<file path="src/rtl/chipper_pkg.sv">
// Shared CHIPPER definitions: flit width, port indices and the port-loader state encoding.
package chipper_pkg;

    localparam int FLIT_W = 7;

    // Port indices; also the bit positions inside flit_valid.
    localparam int PORT_N = 3;
    localparam int PORT_S = 2;
    localparam int PORT_E = 1;
    localparam int PORT_W = 0;

    typedef enum logic [2:0] {
        ST_IDLE,
        ST_LD_N,
        ST_LD_S,
        ST_LD_E,
        ST_LD_W,
        ST_COMMIT,
        ST_DONE
    } loader_state_e;

endpackage

</file>
<file path="src/rtl/chipper_port_loader_if.sv">
// Signal bundle between the injection logic, the port loader and the CHIPPER router input side.
interface chipper_port_loader_if #(
    parameter int FLIT_W = chipper_pkg::FLIT_W
);
    // Handshake: a round is accepted on any rising edge where start=1 and ready=1;
    // ready is low from the cycle after accept until the cycle after done, and start
    // seen while ready=0 is dropped, never queued.
    logic              start;
    logic              ready;
    logic [3:0]        flit_valid;
    logic [FLIT_W-1:0] flit_n;
    logic [FLIT_W-1:0] flit_s;
    logic [FLIT_W-1:0] flit_e;
    logic [FLIT_W-1:0] flit_w;
    logic [FLIT_W-1:0] inc;
    logic              nsig;
    logic              ssig;
    logic              esig;
    logic              wsig;
    logic              clksig;
    logic              done;
    logic [7:0]        round_cnt;

    modport master (
        output start, flit_valid, flit_n, flit_s, flit_e, flit_w,
        input  ready, inc, nsig, ssig, esig, wsig, clksig, done, round_cnt
    );

    modport slave (
        input  start, flit_valid, flit_n, flit_s, flit_e, flit_w,
        output ready, inc, nsig, ssig, esig, wsig, clksig, done, round_cnt
    );

endinterface

</file>
<file path="src/rtl/chipper_port_loader.sv">
// Serialises one round of N/S/E/W flits onto the router's shared inc bus with
// per-port strobes held HOLD cycles, then issues a clksig commit and a done pulse.
module chipper_port_loader
    import chipper_pkg::*;
#(
    parameter int                FLIT_W     = chipper_pkg::FLIT_W,
    parameter int                HOLD       = 1,
    parameter logic [FLIT_W-1:0] EMPTY_FLIT = '0
) (
    input  logic                  clk,
    input  logic                  rst_n,
    chipper_port_loader_if.slave  lp,
    output loader_state_e         state
);

    if (HOLD < 1 || HOLD > 15) begin : g_hold_check
        $error("chipper_port_loader: HOLD must be within 1..15");
    end

    localparam logic [3:0] HOLD_LAST = 4'(HOLD - 1);

    loader_state_e     state_q, state_d;
    logic [3:0]        hold_q, hold_d;
    logic              hold_end;
    logic [3:0]        vld_q;
    logic [FLIT_W-1:0] fn_q, fs_q, fe_q, fw_q;
    logic [FLIT_W-1:0] inc_q, inc_d;
    logic              ready_q;
    logic              nsig_q, ssig_q, esig_q, wsig_q;
    logic              clksig_q, done_q;
    logic [7:0]        cnt_q;
    logic              accept;

    function automatic logic [FLIT_W-1:0] slot(input logic v, input logic [FLIT_W-1:0] f);
        return v ? f : EMPTY_FLIT;
    endfunction

    assign hold_end = (hold_q == HOLD_LAST);
    assign accept   = (state_q == ST_IDLE) && lp.start;

    always_comb begin
        state_d = state_q;
        hold_d  = hold_q;
        unique case (state_q)
            ST_IDLE: begin
                if (lp.start) begin
                    state_d = ST_LD_N;
                    hold_d  = '0;
                end
            end
            ST_LD_N, ST_LD_S, ST_LD_E, ST_LD_W: begin
                if (hold_end) begin
                    hold_d = '0;
                    unique case (state_q)
                        ST_LD_N: state_d = ST_LD_S;
                        ST_LD_S: state_d = ST_LD_E;
                        ST_LD_E: state_d = ST_LD_W;
                        default: state_d = ST_COMMIT;
                    endcase
                end else begin
                    hold_d = hold_q + 4'd1;
                end
            end
            ST_COMMIT: state_d = ST_DONE;
            ST_DONE:   state_d = ST_IDLE;
            default:   state_d = ST_IDLE;
        endcase
    end

    // inc is computed from the next state so it moves on the same edge as its strobe.
    // On the accept edge the latches are not yet loaded, so the N slot reads the inputs.
    always_comb begin
        inc_d = '0;
        case (state_d)
            ST_LD_N:   inc_d = (state_q == ST_IDLE) ? slot(lp.flit_valid[PORT_N], lp.flit_n)
                                                    : slot(vld_q[PORT_N], fn_q);
            ST_LD_S:   inc_d = slot(vld_q[PORT_S], fs_q);
            ST_LD_E:   inc_d = slot(vld_q[PORT_E], fe_q);
            ST_LD_W:   inc_d = slot(vld_q[PORT_W], fw_q);
            ST_COMMIT: inc_d = inc_q;
            default:   inc_d = '0;
        endcase
    end

    always_ff @(posedge clk or negedge rst_n) begin
        if (!rst_n) begin
            state_q  <= ST_IDLE;
            hold_q   <= '0;
            inc_q    <= '0;
            ready_q  <= 1'b1;
            nsig_q   <= 1'b0;
            ssig_q   <= 1'b0;
            esig_q   <= 1'b0;
            wsig_q   <= 1'b0;
            clksig_q <= 1'b0;
            done_q   <= 1'b0;
            cnt_q    <= '0;
        end else begin
            state_q  <= state_d;
            hold_q   <= hold_d;
            inc_q    <= inc_d;
            ready_q  <= (state_d == ST_IDLE);
            nsig_q   <= (state_d == ST_LD_N);
            ssig_q   <= (state_d == ST_LD_S);
            esig_q   <= (state_d == ST_LD_E);
            wsig_q   <= (state_d == ST_LD_W);
            clksig_q <= (state_d == ST_COMMIT);
            done_q   <= (state_d == ST_DONE);
            if (state_d == ST_DONE) begin
                cnt_q <= cnt_q + 8'd1;
            end
        end
    end

    always_ff @(posedge clk or negedge rst_n) begin
        if (!rst_n) begin
            vld_q <= '0;
            fn_q  <= '0;
            fs_q  <= '0;
            fe_q  <= '0;
            fw_q  <= '0;
        end else if (accept) begin
            vld_q <= lp.flit_valid;
            fn_q  <= lp.flit_n;
            fs_q  <= lp.flit_s;
            fe_q  <= lp.flit_e;
            fw_q  <= lp.flit_w;
        end
    end

    assign lp.ready     = ready_q;
    assign lp.inc       = inc_q;
    assign lp.nsig      = nsig_q;
    assign lp.ssig      = ssig_q;
    assign lp.esig      = esig_q;
    assign lp.wsig      = wsig_q;
    assign lp.clksig    = clksig_q;
    assign lp.done      = done_q;
    assign lp.round_cnt = cnt_q;
    assign state        = state_q;

endmodule

</file>
<file path="src/flat_wrapper.sv">
// flat-port wrapper written by rule: the top's interface ports become plain ports
module chipper_port_loader_flat import chipper_pkg::*;
#(
    parameter int                FLIT_W     = chipper_pkg::FLIT_W,
    parameter int                HOLD       = 1,
    parameter logic [FLIT_W-1:0] EMPTY_FLIT = '0
)
  (clk, rst_n, state, lp_start, lp_flit_valid, lp_flit_n, lp_flit_s, lp_flit_e, lp_flit_w, lp_ready, lp_inc, lp_nsig, lp_ssig, lp_esig, lp_wsig, lp_clksig, lp_done, lp_round_cnt);
  chipper_port_loader_if #(.FLIT_W(FLIT_W)) lp_i ();
  input  logic clk;
  input  logic rst_n;
  output loader_state_e state;
  input wire logic [$bits(lp_i.start)-1:0] lp_start;
  input wire logic [$bits(lp_i.flit_valid)-1:0] lp_flit_valid;
  input wire logic [$bits(lp_i.flit_n)-1:0] lp_flit_n;
  input wire logic [$bits(lp_i.flit_s)-1:0] lp_flit_s;
  input wire logic [$bits(lp_i.flit_e)-1:0] lp_flit_e;
  input wire logic [$bits(lp_i.flit_w)-1:0] lp_flit_w;
  output wire logic [$bits(lp_i.ready)-1:0] lp_ready;
  output wire logic [$bits(lp_i.inc)-1:0] lp_inc;
  output wire logic [$bits(lp_i.nsig)-1:0] lp_nsig;
  output wire logic [$bits(lp_i.ssig)-1:0] lp_ssig;
  output wire logic [$bits(lp_i.esig)-1:0] lp_esig;
  output wire logic [$bits(lp_i.wsig)-1:0] lp_wsig;
  output wire logic [$bits(lp_i.clksig)-1:0] lp_clksig;
  output wire logic [$bits(lp_i.done)-1:0] lp_done;
  output wire logic [$bits(lp_i.round_cnt)-1:0] lp_round_cnt;
  assign lp_i.start = lp_start;
  assign lp_i.flit_valid = lp_flit_valid;
  assign lp_i.flit_n = lp_flit_n;
  assign lp_i.flit_s = lp_flit_s;
  assign lp_i.flit_e = lp_flit_e;
  assign lp_i.flit_w = lp_flit_w;
  assign lp_ready = lp_i.ready;
  assign lp_inc = lp_i.inc;
  assign lp_nsig = lp_i.nsig;
  assign lp_ssig = lp_i.ssig;
  assign lp_esig = lp_i.esig;
  assign lp_wsig = lp_i.wsig;
  assign lp_clksig = lp_i.clksig;
  assign lp_done = lp_i.done;
  assign lp_round_cnt = lp_i.round_cnt;
  chipper_port_loader #(.FLIT_W(FLIT_W), .HOLD(HOLD), .EMPTY_FLIT(EMPTY_FLIT)) u_core (.clk(clk), .rst_n(rst_n), .lp(lp_i), .state(state));
endmodule
</file>
<file path="config.mk">
export PLATFORM = sky130hd
export DESIGN_NAME = chipper_port_loader_flat
export DESIGN_NICKNAME = d
export VERILOG_FILES = /design/src/rtl/chipper_pkg.sv /design/src/rtl/chipper_port_loader_if.sv /design/src/rtl/chipper_port_loader.sv /design/src/flat_wrapper.sv
export SDC_FILE = /design/constraint.sdc
export NUM_CORES = 1
export LEC_CHECK = 0
export ABC_CLOCK_PERIOD_IN_PS = 2500
export BUFFER_PORTS_ARGS = -buffer_cell sky130_fd_sc_hd__buf_4
export CORE_ASPECT_RATIO = 0.7
export CORE_MARGIN = 8
export CORE_UTILIZATION = 35
export DETAILED_ROUTE_END_ITERATION = 7
export PLACE_DENSITY_LB_ADDON = 0.05
export SETUP_SLACK_MARGIN = 0.05
export SYNTH_ARGS = -nofsm -noshare
export SYNTH_HDL_FRONTEND = slang
export SYNTH_SLANG_ARGS = --single-unit
</file>
<file path="constraint.sdc">
create_clock -name clk -period 2.5 [get_ports clk]
set_input_delay 0.25 -clock clk [delete_from_list [all_inputs] [get_ports clk]]
set_output_delay 0.25 -clock clk [all_outputs]
set_load 0.1 [all_outputs]
</file>
# --- Yosys cells after proc, flatten, opt, wreduce, memory -nomap -nowiden ---
# Cells that the tools add are included.
word_totals:
  latch_bits: 0
  inputBits: 35
  romBits: 0
  memories: 0
  out_inout_bits: 25
  ram_bits: 0
  ff_bits: 61
classes:
  n_eq_ne: 12
  div_mod_pow: 0
  n_lt_le_gt_ge: 0
  multipliers: 0
  n_bitwise: 0
  n_shift: 0
  n_reduce_logical: 7
  add_sub_neg: 2
  mux: 14
ops:
  columns: ["op", "count"]
  rows:
  - ["$mux 7", 6]
  - ["$pmux 7 s5", 1]
  - ["$pmux 3 s3", 2]
  - ["$eq 3x3->1 const B", 5]
  - ["$eq 3x2->1 const B", 4]
  - ["$add 8x1->8 const B", 1]
  - ["$mux 4", 2]
  - ["$pmux 4 s2", 1]
  - ["$eq 3x1->1 const B", 2]
  - ["$logic_not 3->1", 2]
  - ["$mux 3", 2]
  - ["$add 4x1->4 const B", 1]
  - ["$logic_not 4->1", 1]
  - ["$reduce_or 4->1", 1]
  - ["$ne 2x2->1 const B", 1]
  - ["$reduce_and 2->1", 1]
  - ["$reduce_bool 2->1", 1]
  - ["$logic_and 1x1->1", 1]

# --- Depth between registers and ports, before layout ---
depth:
  depth_word: 6
  depth_mapped: 8
  ltp_nobuf: 7

# --- Worst setup path after synthesis ---
# No wires, ideal clock.
synth_path:
  path_kind: "reg-to-reg"
  startpoint: "register u_core.state_q[2] (netlist: u_core.state[2])"
  endpoint: "register u_core.inc_q[0] (netlist: u_core.lp.inc[0])"
  required_time_ns: 2.434
  period_less_slack_ns: 2.337
  path_buffers: 0
  setup_ns: 0.066
  stages_incl_launch_ff: 6
  arrival_time_ns: 2.271
  path_slack_ns: 0.163
  path_cell_list: "dfrtp_1 -> inv_1 -> or3_4 -> a21boi_2 -> a221o_1 -> a221o_1"
synth_via:
  elab_chain_len: 6
  word_cells_on_any_way: 18
synth_lines:
  columns: ["element", "line_no", "text"]
  rows:
  - ["start: declaration", "chipper_port_loader.sv:22", "loader_state_e state_q, state_d;"]
  - ["start signal: assignment", "chipper_port_loader.sv:99", "state_q <= state_d;"]
  - ["$eq 3x2->1 / $eq 3x1->1 (equally long branches)", "chipper_port_loader.sv:44, chipper_port_loader.sv:54", null]
  - ["$pmux 3 s3", "chipper_port_loader.sv:54", "unique case (state_q)"]
  - ["$mux 3", "chipper_port_loader.sv:52", "if (hold_end) begin"]
  - ["$pmux 3 s3", "chipper_port_loader.sv:44", "unique case (state_q)"]
  - ["$eq 3x3->1 (tied with other cells)", "chipper_port_loader.sv:74", "case (state_d)"]
  - ["$pmux 7 s5", "chipper_port_loader.sv:74", null]
  - ["end signal: assignment", "chipper_port_loader.sv:101", "inc_q <= inc_d;"]
  - ["end: declaration", "chipper_port_loader.sv:27", "logic [FLIT_W-1:0] inc_q, inc_d;"]
# Parallel ways exist; a longest one is shown, timed or not.
# A chain may end at the register's enable or synchronous reset.

# --- Worst setup path after layout ---
layout_path:
  startpoint: "register u_core.hold_q[0]"
  endpoint: "register u_core.inc_q[5] (netlist: u_core.lp.inc[5])"
layout_via:
  elab_chain_len: 5
  word_cells_on_any_way: 9
layout_lines:
  columns: ["element", "line_no", "text"]
  rows:
  - ["start: declaration", "chipper_port_loader.sv:23", "logic [3:0] hold_q, hold_d;"]
  - ["start signal: assignment", "chipper_port_loader.sv:100", "hold_q <= hold_d;"]
  - ["$logic_not 4->1 (*)", "chipper_port_loader.sv:38", "assign hold_end = (hold_q == HOLD_LAST);"]
  - ["$mux 3 (*)", "chipper_port_loader.sv:52", null]
  - ["$pmux 3 s3 (*)", "chipper_port_loader.sv:44", null]
  - ["$eq 3x3->1 (tied with other cells)", "chipper_port_loader.sv:74", null]
  - ["$pmux 7 s5", "chipper_port_loader.sv:74", null]
# Every way passes the cells marked *; elsewhere a longest branch is shown, timed or not.

==> impl_metrics.py <==
metrics = {
    "status": {
        "outcome": "complete, no violations",
    },
    "finish": {
        "fill_cells": 757,
        "drive_above_1_share_pct": 35.6,
        "final_core_util_pct": 46.1,
        "final_nets": 323,
        "design_area_um2": 3630,
        "syn_to_final_growth_pct": 27.4,
        "antennaDiodeCount": 0,
    },
    "synth": {
        "synthDistinctLibCells": 47,
        "synth_edf_count": 0,
        "async_reset_ff_share_pct": 100,
        "synth_commonest_cells": "60 x dfrtp_1, 32 x mux2_1, 14 x a221o_1, 12 x nand3_1, 11 x nand2_1",
        "yosysSeqAreaShare_pct": 53.6,
        "synth_area_um2": 2850,
        "synth_flop_cell": "dfrtp_1",
        "synth_seq_cells": 61,
        "yosysWarnings": 0,
        "synthTopCellsByArea": "dfrtp_1 53%, mux2_1 13%, a221o_1 4.9%, a21oi_2 2.5%, nand3_2 2.5%",
        "syn_avg_cell_area_um2": 12.7,
        "syn-num-nets": 263,
        "synth_most_common_cell": "dfrtp_1",
        "yosys.area.top_type": "dfrtp_1",
        "syn_inst": 225,
        "netlist.area_leader.share_pct": 52.7,
    },
    "clock_network": {
        "clkLatencyLatePin_ps": 320,
        "cts_num_sinks": 61,
        "post-cts-setup-buffer-count": 0,
        "cts-resized-gates": 0,
        "clockBufferDepth": 2,
        "cts_buffers": 9,
        "cts_tree": "yes",
        "clk_pin_slew_ps": 50,
        "htreeDepth": 3,
        "cts-root-buf": "clkbuf_16",
        "ctsHoldBuffers": 0,
    },
    "timing": {
        "fin_crit_sh_pct": 90.7,
        "rsz0062_at_grt": "false",
        "finalClockSkew_ps": 6.96,
        "setup_tns_ps": 0,
        "worst_slack_ps": 233,
        "min_period_ps": 2270,
        "slew_violations": 0,
        "hold_viol_final": 0,
        "tightest_slew_ps": 783,
        "fmax_mhz": 441,
        "setup-violations-final": 0,
        "slew_headroom_pct": 47.8,
    },
    "routing": {
        "wire_per_inst_um": 18.4,
        "via_per_inst": 5.04,
        "met2WireLength_um": 2750,
        "drc": 0,
        "wl_met1_um": 3770,
        "firstDrtPassIters": 4,
        "num_vias": 1964,
        "wl_met3_um": 589,
        "highest_layer": "met4",
        "drt_iter0_markers": 105,
        "drt_wl_total_um": 7170,
        "ant_nets": 0,
    },
    "global_route": {
        "grt_overflow": 0,
        "grt_pass1_vias": 2037,
        "grt_first_pass_wirelength_um": 11600,
        "grt_usage_pct": 13.5,
        "grt_max_degree": 62,
        "antenna_found_initial": 0,
    },
    "critical_path": {
        "critPathRequiredTime_ps": 2690,
        "startpoint_type": "register",
        "cp_slowest_cell": "dfrtp_1",
        "rr_worst_depth": 7,
        "cp_cell_sequence": "inv_1 > ha_1 > nor3b_4 > or3b_1 > a21oi_2 > and2_0 > a221o_1",
        "reg2reg_from": "u_core.hold_q[0]",
        "worst-setup-path-type": "register to register",
        "cp.arrival_ps": 2460,
        "critPathMaxFanout": 10,
        "cpPeakStageDelay_ps": 430,
        "end_kind": "register",
        "reg2reg_slack_ps": 230,
        "rr_endpoint": "u_core.lp.inc[5]",
    },
    "power_and_ir_drop": {
        "power.leakage_nw": 1.65,
        "powerDensity_nw_per_um2": 1440,
        "p_total_mw": 5.24,
        "ir_worst_vdd_uv": 723,
    },
    "place": {
        "dpl.hpwl_um": 5230,
        "dpl_cell_area_um2": 3360,
        "numPortBuffers": 59,
        "place_congestion": 0.788,
        "dp_slack_ps": 251,
    },
    "floorplanning": {
        "core-area_um2": 7870,
        "io_pins": 60,
        "fp.dieW_um": 124,
        "die_height_um": 91.5,
        "start_util_pct": 36.2,
        "placementRows": 27,
        "dieArea_um2": 11300,
    },
    "flow_run": {
        "max_cap_violations": 0,
    },
    "hold_path": {
        "min_path_type": "input pin to asynchronous set/reset pin",
    },
}
[cell type report]
class / instances / area (um2) / area share, %
Clock buffer: 10 / 239 / 6.58
Clock inverter: 5 / 27.5 / 0.758
Inverter: 5 / 18.8 / 0.517
Multi-Input combinational cell: 145 / 1200 / 33.2
Sequential cell: 61 / 1530 / 42.1
Tap cell: 101 / 126 / 3.48
Timing Repair Buffer: 63 / 485 / 13.4
[cells by family (layout without fill, tap and decap cells)]
logic type | Yosys count | in the layout | share of synthesized area (%)
flip-flops | 61 | 61 | 53.6
AND/OR/NAND/NOR | 59 | 59 | 13.4
AO/OA/AOI/OAI | 41 | 41 | 11.7
multiplexers | 33 | 33 | 13.0
buffers and inverters | 19 | 83 | 4.08
XOR/XNOR | 8 | 8 | 2.46
adder cells (fa/ha/maj) | 4 | 4 | 1.67
[flip-flops by register name, indices dropped and copies added (netlist names)]
signal	count
u_core.vld_q	4
u_core.fs_q	7
u_core.fn_q	7
u_core.fe_q	7
u_core.lp.nsig	1
u_core.lp.done	1
u_core.lp.ssig	1
u_core.lp.round_cnt	8
u_core.lp.clksig	1
u_core.lp.inc	7
u_core.lp.esig	1
u_core.hold_q	4
u_core.lp.wsig	1
u_core.state	3
u_core.lp.ready	1
u_core.fw_q	7
[where the power goes]
part	switching, mW	internal [mW]	leakage [nW]	total [mW]
registers	0.377	1.41	0.758	1.79
logic	1.55	0.816	0.755	2.37
clock network	0.409	0.683	0.134	1.09
[layer usage]
metal | up-vias | GRT usage [%]
li1 | 944 | -
met5 | - | 0
met1 | 963 | 20.6
met4 | 0 | 3.60
met3 | 4 | 5.63
met2 | 53 | 16.4
[per-stage QoR]
stage,hold WS [ps],cells
global placement,390,375
floorplan,-45.6,225
finish,5.84,390
global route,86.6,390
detailed placement,385,375
CTS,44.4,390
[critical path: cells and delay by family (launching register included)]
kind / cells / cell delay (ps)
AND/OR/NAND/NOR: 3 / 960
AO/OA/AOI/OAI: 2 / 480
flip-flops: 1 / 430
adder cells (fa/ha/maj): 1 / 190
buffers and inverters: 1 / 80
[worst max path at each step]
stage / from / endpoint / cells past startpoint
global placement: u_core.hold_q[0] / u_core.lp.inc[4] / 7
floorplan: u_core.state[2] / u_core.lp.inc[0] / 5
global route: u_core.hold_q[0] / u_core.lp.inc[6] / 7
CTS: u_core.hold_q[0] / u_core.lp.inc[5] / 7
finish: u_core.hold_q[0] / u_core.lp.inc[5] / 7
detailed placement: u_core.hold_q[0] / u_core.lp.inc[5] / 7
[placed cells by master (no fill, tap or decap), types with 2 or more instances in the layout]
cell type	n
clkinv_2	4
clkbuf_16	9
nor2_1	8
nand3_1	12
a21oi_1	5
xor2_1	3
ha_1	3
nand3_2	7
a21oi_2	8
nand2_1	11
o22ai_1	2
xnor2_1	5
nor3_2	2
o21ai_0	2
nor3_1	3
dfrtp_1	60
a221o_1	14
nor4_1	2
buf_4	62
nor3b_4	2
inv_1	3
inv_2	2
nand3b_1	2
o21ai_1	2
mux2_1	32
(Power assumes the default switching activity.)
